**config.mk**
```make
export PLATFORM = sky130hd
export DESIGN_NAME = lieat_ifu_ibuf
export DESIGN_NICKNAME = d
export VERILOG_FILES = /design/src/rtl/lieat_ifu_ibuf_pkg.sv /design/src/rtl/lieat_general_dfflr.sv /design/src/rtl/lieat_ifu_ibuf.sv
export SDC_FILE = /design/constraint.sdc
export NUM_CORES = 1
export LEC_CHECK = 0
export BUFFER_PORTS_ARGS = -buffer_cell sky130_fd_sc_hd__buf_2
export CORE_MARGIN = 4
export CORE_UTILIZATION = 53
export DETAILED_ROUTE_END_ITERATION = 10
export HOLD_SLACK_MARGIN = 0.05
export PLACE_DENSITY_LB_ADDON = 0.15
export SLEW_MARGIN = 5
export SYNTH_ARGS = -nofsm -noshare
export SYNTH_HDL_FRONTEND = slang
export SYNTH_SLANG_ARGS = --single-unit
```
**constraint.sdc**
```tcl
create_clock -name clock -period 15 [get_ports clock]
set_input_delay 0.75 -clock clock [delete_from_list [all_inputs] [get_ports clock]]
set_output_delay 0.75 -clock clock [all_outputs]
set_load 0.01 [all_outputs]
```
**src/rtl/lieat_ifu_ibuf_pkg.sv**
```systemverilog
`default_nettype none
// ============================================================================
// Module  : lieat_ifu_ibuf_pkg
// Purpose : Shared widths for the IFU instruction buffer and a helper that
//           sizes one buffered entry ({pc, inst, prdt_taken}).
// Ports   : none (package)
// Rev     : 1.0  initial release
// ============================================================================
package lieat_ifu_ibuf_pkg;

  localparam int LIEAT_XLEN = 64;
  localparam int IBUF_DEPTH = 4;

  // One entry holds pc, the instruction word and the predicted-taken bit.
  function automatic int ibuf_entry_w(input int xlen);
    return 2 * xlen + 1;
  endfunction

endpackage
`default_nettype wire

```
**src/rtl/lieat_general_dfflr.sv**
```systemverilog
`default_nettype none
// ============================================================================
// Module  : lieat_general_dfflr
// Purpose : Generic load-enabled flop bank, asynchronous active-high reset
//           to zero.
// Ports   : clock   - system clock
//           reset   - asynchronous reset, active high
//           lden_i  - load enable
//           dnxt_i  - next value, captured when lden_i is high
//           qout_o  - registered value
// Rev     : 1.0  initial release
// ============================================================================
module lieat_general_dfflr #(
  parameter int DW = 32
) (
  input  logic          clock,
  input  logic          reset,
  input  logic          lden_i,
  input  logic [DW-1:0] dnxt_i,
  output logic [DW-1:0] qout_o
);

  logic [DW-1:0] qout_q;

  always_ff @(posedge clock or posedge reset) begin
    if (reset) begin
      qout_q <= '0;
    end else if (lden_i) begin
      qout_q <= dnxt_i;
    end
  end

  assign qout_o = qout_q;

endmodule
`default_nettype wire

```
**src/rtl/lieat_ifu_ibuf.sv**
```systemverilog
`default_nettype none
// ============================================================================
// Module  : lieat_ifu_ibuf
// Purpose : Instruction buffer between IFU fetch output and the ID stage.
//           Circular FIFO of {pc, inst, prdt_taken} with valid/ready on both
//           sides, single-cycle flush on redirect, empty/occupancy reporting.
// Ports   : clock, reset       - clock, asynchronous active-high reset
//           in_valid/in_ready  - IFU handshake
//           in_pc/in_inst/in_prdt_taken - fetched entry
//           out_valid/out_ready - ID handshake
//           out_pc/out_inst/out_prdt_taken - head entry
//           flush              - discard all entries at the next edge
//           ibuf_empty         - no valid entries
//           ibuf_count         - occupancy, 0..DEPTH
// Rev     : 1.0  initial release
// ============================================================================
module lieat_ifu_ibuf
  import lieat_ifu_ibuf_pkg::*;
#(
  parameter int XLEN  = LIEAT_XLEN,
  parameter int DEPTH = IBUF_DEPTH,
  parameter int PTR_W = $clog2(DEPTH)
) (
  input  logic             clock,
  input  logic             reset,
  input  logic             in_valid,
  output logic             in_ready,
  input  logic [XLEN-1:0]  in_pc,
  input  logic [XLEN-1:0]  in_inst,
  input  logic             in_prdt_taken,
  output logic             out_valid,
  input  logic             out_ready,
  output logic [XLEN-1:0]  out_pc,
  output logic [XLEN-1:0]  out_inst,
  output logic             out_prdt_taken,
  input  logic             flush,
  output logic             ibuf_empty,
  output logic [PTR_W:0]   ibuf_count
);

  localparam int ENTRY_W = ibuf_entry_w(XLEN);

  // Pointers carry one extra wrap bit above the index so full and empty
  // are distinguishable without a separate counter.
  logic [PTR_W:0]       wr_ptr_q, wr_ptr_d;
  logic [PTR_W:0]       rd_ptr_q, rd_ptr_d;
  logic                 rd_ptr_en;
  logic                 empty, full;
  logic                 push, pop;
  logic [ENTRY_W-1:0]   entry_d;
  logic [ENTRY_W-1:0]   entry_q [DEPTH];
  logic [ENTRY_W-1:0]   head;

  assign empty = (wr_ptr_q == rd_ptr_q);
  assign full  = (wr_ptr_q[PTR_W-1:0] == rd_ptr_q[PTR_W-1:0]) &&
                 (wr_ptr_q[PTR_W] != rd_ptr_q[PTR_W]);

  // Flush masks both handshakes, so it wins over push and pop. in_ready
  // deliberately ignores out_ready: a full buffer refuses a push even when
  // the head is popped in the same cycle.
  assign in_ready  = !full  && !flush;
  assign out_valid = !empty && !flush;
  assign push      = in_valid  && in_ready;
  assign pop       = out_valid && out_ready;

  assign wr_ptr_d  = wr_ptr_q + (PTR_W+1)'(1);
  assign rd_ptr_d  = flush ? wr_ptr_q : (rd_ptr_q + (PTR_W+1)'(1));
  assign rd_ptr_en = pop || flush;

  lieat_general_dfflr #(.DW(PTR_W+1)) u_wr_ptr (
    .clock  (clock),
    .reset  (reset),
    .lden_i (push),
    .dnxt_i (wr_ptr_d),
    .qout_o (wr_ptr_q)
  );

  lieat_general_dfflr #(.DW(PTR_W+1)) u_rd_ptr (
    .clock  (clock),
    .reset  (reset),
    .lden_i (rd_ptr_en),
    .dnxt_i (rd_ptr_d),
    .qout_o (rd_ptr_q)
  );

  assign entry_d = {in_pc, in_inst, in_prdt_taken};

  // Storage is only written on an accepted push at the write index; a flush
  // leaves stale contents behind, which is harmless since out_valid is low.
  for (genvar i = 0; i < DEPTH; i++) begin : g_entry
    logic entry_en;
    assign entry_en = push && (wr_ptr_q[PTR_W-1:0] == PTR_W'(i));

    lieat_general_dfflr #(.DW(ENTRY_W)) u_entry (
      .clock  (clock),
      .reset  (reset),
      .lden_i (entry_en),
      .dnxt_i (entry_d),
      .qout_o (entry_q[i])
    );
  end

  assign head           = entry_q[rd_ptr_q[PTR_W-1:0]];
  assign out_pc         = head[ENTRY_W-1 -: XLEN];
  assign out_inst       = head[XLEN:1];
  assign out_prdt_taken = head[0];

  assign ibuf_empty = empty;
  assign ibuf_count = wr_ptr_q - rd_ptr_q;

endmodule
`default_nettype wire

```
### Word-level counts from Yosys, hierarchy flattened

Cells that the tools add are included.

* flip-flop bits (word level): 522
* bits in latches: 0
* bits in writable memories: 0
* ROM bits: 0
* input port bits: 134
* output and inout bits: 135
* logic and storage cells: 35
* memories: 0

* $add $sub $neg: 3
* $mul: 0
* div/mod/pow operators: 0
* order comparisons: 1
* equal/unequal tests: 6
* shift operators: 0
* mux-type cells: 4
* bitwise gates (word level): 1
* reduce and logical (&&, ||, !) cells: 14

Operators by type and width (number)
* binary-select mux 129 bit (select 2 bit): 1
* 2-to-1 mux 129 bit: 2
* logical AND 1 bit: 9
* adder 3 x 1 -> 3 bit, second input constant: 2
* equality test 2 bit, second input constant: 2
* equality test 3 bit: 1
* >= comparator 3 bit, second input constant: 1
* logical NOT 1 bit: 3
* 2-to-1 mux 3 bit: 1
* inverter 2 -> 3 bit: 1
* subtractor 3 bit: 1
* equality test 2 x 1 -> 1 bit, second input constant: 1
* equality test 2 bit: 1
* logical NOT 2 bit: 1
* logical OR 1 bit: 1
* != test 1 bit: 1

### Depth between registers and ports, before layout

* word-level depth: 6
* depth in mapped cells: 10

### Hierarchy

From an unflattened synthesis, not the netlist that was laid out.

* cells, all modules: 1306
* area total of the unflattened synthesis: 22989.5 sq um

By module, submodules not included
* lieat_general_dfflr at g_entry[0].u_entry ...: times used 4, cells each 273, area each 4835.9 sq um, seq. area each 3228.1 sq um
* lieat_ifu_ibuf: times used 1, cells each 200, area each 3420.8 sq um, seq. area each 0.0 sq um
* lieat_general_dfflr at u_rd_ptr ...: times used 2, cells each 7, area each 112.6 sq um, seq. area each 75.1 sq um

### Least setup slack after synthesis

OpenSTA, ideal clock, no wires.

* path kind: register to register
* start point: register u_rd_ptr.qout_q[1] (netlist: u_rd_ptr.qout_o[1])
* end point: register g_entry[1].u_entry.qout_q[80]
* setup time: 0.125 ns
* data arrival time: 2.575 ns
* slack: 12.301 ns
* cell stages (with the launch flop): 11
* period minus slack after synthesis: 2.699 ns
* cell sequence: dfrtp_1 clkbuf_1 clkbuf_1 buf_2 inv_1 ha_1 nand2_1 o211ai_1 buf_2 buf_4 mux2_2

* word-level cells in the longest chain between the ends: 6

Ends and longest elaborated chain
* start: declaration: line lieat_general_dfflr.sv:23 `logic [DW-1:0] qout_q;`
* start signal: assignment: line lieat_general_dfflr.sv:29 `qout_q <= dnxt_i;`
* equality test 2 bit: line lieat_ifu_ibuf.sv:55 `assign full = (wr_ptr_q[PTR_W-1:0] == rd_ptr_q[PTR_W-1:0]) &&`
* logical AND 1 bit: line lieat_ifu_ibuf.sv:55
* logical NOT 1 bit: line lieat_ifu_ibuf.sv:61 `assign in_ready = !full && !flush;`
* logical AND 1 bit: line lieat_ifu_ibuf.sv:61
* logical AND 1 bit: line lieat_ifu_ibuf.sv:63 `assign push = in_valid && in_ready;`
* logical AND 1 bit: line lieat_ifu_ibuf.sv:92 `assign entry_en = push && (wr_ptr_q[PTR_W-1:0] == PTR_W'(i));`
* end signal: assignment: line lieat_general_dfflr.sv:29
* end: declaration: line lieat_general_dfflr.sv:23

No other way between the ends.
A chain may end at the register's enable or synchronous reset.

### Worst setup path in the final report

* start point: register u_rd_ptr.qout_q[1] (netlist: u_rd_ptr.qout_o[1])
* end point: output port out_pc[10]

* word-level cells in the longest chain between the ends: 4

Ends and longest elaborated chain
* inverter 2 -> 3 bit (not written as such): line lieat_ifu_ibuf.sv:103 `assign head = entry_q[rd_ptr_q[PTR_W-1:0]];`
* binary-select mux 129 bit (select 2 bit): line lieat_ifu_ibuf.sv:103
* 2-to-1 mux 129 bit (not written as such) (2 in a row): line lieat_ifu_ibuf.sv:103
* end: declaration: line lieat_ifu_ibuf.sv:33 `output logic [XLEN-1:0] out_pc,`

No other way between the ends. The select of a mux whose other input is x is not followed.

==> results.toml <==
[clock_network]
clk_latency_ns = 0.59
cts_root_buf = "clkbuf_16"
postCtsSetupRepairBufs = 0
cts_tree = "built"
path_clk_slew_ns = 0.06
clock-sinks = 522
htreeDepth = 2
clk_path_buf_depth = 3
cts_hold_buf = 0
numCtsBuffers = 55
cts_resized = 0

[critical_path]
worst-endpoint-arrival_ns = 3.52
rr_startpoint = "u_rd_ptr.qout_o[1]"
reg2reg_depth = 7
startpoint = "u_rd_ptr.qout_o[1]"
r2r_end = "g_entry[1].u_entry.qout_o[71]"
ff2ff_setup_slack_ns = 11.27
cp_slowest_cell = "dfrtp_4"
cp_data_required_time_ns = 14.25
start_kind = "flip-flop"
cpMostUsedCell = "buf_4"
cp_cell_sequence = "buf_4 > buf_4 > mux4_2 > buf_2"
critPathMaxStageDelay_ns = 0.84
crit_path_end_kind = "output port"
worstSetupPathType = "reg -> out"
critPathMaxFanout = 33

[grt]
grt_start_max_net_pins = 192
grt_pass1_vias = 13800
grt_pass1_wl_microns = 78600
grt_remaining_overflow = 0
antenna_found_initial = 13
track_usage_pct = 21.3

[synthesis]
synth_seq_cells = 522
synth_seq_area_share_pct = 57.6
synthSimpleGateAreaFrac_pct = 0.414
ys_types = 29
synth_compound_area_share_pct = 0.414
ys_warn_count = 0
synth_fa_ha_area_share_pct = 0.474
synth_xor_area_share_pct = 0.226
synthCells = 1305
synth_area_sq_um = 22700
synth_top_family_by_area = "multiplexers"
syn_avg_cell_area_sq_um = 17.4
syn-num-nets = 1447
synth_mux_area_share_pct = 38.5

[cells_and_area]
drive_gt1_share_pct = 47.6
syn2layout_area_growth_pct = 15.0
final_nets = 1703
layout_common_cells = "520 x dfrtp_1, 268 x buf_2, 263 x mux2_2"
final_common_cell = "dfrtp_1"
fin_cells = 2147
final_core_util_pct = 61.9

[drt]
first_pass_iters = 4
ant_nets = 0
vias = 12500
drt-total-wl_microns = 48400
via_per_inst = 5.82
avgRoutedWirePerCell_microns = 22.5
drc_errors = 0
drt_iter0_drc = 615

[flow_run]
drv_cap = 0

[sta]
max_slew_margin_pct = 26.1
skew_ns = 0.0201
hold_ws_ns = 0.310
fin_tns_setup_ns = 0
tightest_slew_ns = 1.11
rsz0062_at_grt = "false"
fin_crit_sh_pct = 28.4
post-route-min-period_ns = 4.27
hold_viol_final = 0
setup_viol_count_final = 0
drv_slew = 0
timing.fmax_ghz = 0.234

[placed_design]
portBuffers = 268
dp_cells = 2043
hpwl_microns = 30000
gp_congestion = 0.753

[floorplan]
io-pin-count = 269
die_area_sq_um = 46200
die_height_microns = 215
core_area_sq_um = 42100
start_util_pct = 53.9
die_w_microns = 215
row_count = 75

[min_path]
hp-class = "in -> async"

[outcome]
outcome = "complete, no violations"

[power_and_ir_drop]
power_leakage_nw = 11.6
ir_drop_mv = 0.162
power_mw = 6.18
powerDensity_nw_per_um2 = 237
==> kinds of logic (layout without fill, tap and decap cells) <==
group / Yosys count / in the layout
AO/OA/AOI/OAI: 13 / 13
adder cells (fa/ha/maj): 8 / 8
multiplexers: 646 / 646
XOR/XNOR: 5 / 5
flip-flops: 522 / 522
other: 0 / 7
buffers and inverters: 94 / 390
AND/OR/NAND/NOR: 17 / 17
==> power by group <==
part	switching, mW	leakage (nW)	total (mW)	internal, mW
logic	1.05	4.45	2.40	1.35
registers	0.383	6.27	2.51	2.12
clock network	0.533	0.835	1.28	0.744
total	1.96	11.6	6.18	4.21
==> metal layers <==
metal	up-vias	wire [microns]	track usage, %
met1	6745	20600	28.5
met3	84	2790	5.47
met5	-	101	0
met4	16	1080	6.01
met2	243	23800	35.0
li1	5409	-	-
==> cell type report <==
cell class | count | area [sq um]
diodes | 7 | 17.5
clock buffers | 88 | 1640
clock inverters | 9 | 62.6
fillers | 3178 | 16000
inverters | 6 | 26.3
multi-input cells | 689 | 9090
flip-flops and latches | 522 | 13100
well taps | 539 | 674
repair buffers | 287 | 1510
==> per-stage QoR <==
stage	setup slack [ns]	area, sq um
floorplan	7.16	22700
global placement	11.19	24400
detailed placement	11.15	24400
CTS	10.57	26100
global route	10.41	26100
finish	10.73	26100
==> critical path: cells and delay by family, from the launching register on <==
kind / cells / cell delay [ns]
flops: 1 / 0.84
mux: 1 / 0.59
buf+inv: 3 / 1.41
==> synthesized netlist by cell type <==
library cell    n  area (sq um)
dfrtp_1       522         13100
mux2_2        263          2960
mux2_1        254          2860
mux4_2        129          2910
buf_4          46           345
buf_2          24           120
clkbuf_1       14          52.6
ha_1            7          87.6
inv_1           6          22.5
buf_1           4          15.0
nor2_1          4          15.0
a21oi_1         3          15.0
nand2_1         3          11.3
nand3_1         3          15.0
nor3b_1         3          22.5
o211ai_1        3          22.5
nand4b_1        2          17.5
o211a_1         2          20.0
xnor2_1         2          17.5
xor2_1          2          17.5
a211oi_1        1          7.51
and2_1          1          6.26
fa_1            1          20.0
nor2b_1         1          6.26
o2111ai_1       1          8.76
o21ai_0         1          5.00
o22ai_1         1          6.26
o31a_1          1          8.76
xnor2_2         1          16.3
==> how the worst max path moves through the flow <==
stage	to	slack (ns)	depth (start not counted)
CTS	out_pc[39]	10.57	4
global placement	g_entry[1].u_entry.qout_o[58]	11.19	7
finish	out_pc[10]	10.73	4
floorplan	g_entry[0].u_entry.qout_o[0]	7.16	1
detailed placement	g_entry[1].u_entry.qout_o[57]	11.15	7
global route	out_pc[33]	10.41	4
==> sequential cells by signal, indices dropped and copies added, names as in the netlist <==
signal	flops
g_entry.u_entry.qout_o	516
u_rd_ptr.qout_o	3
u_wr_ptr.qout_o	3
Power figures use the tool's default switching activity.
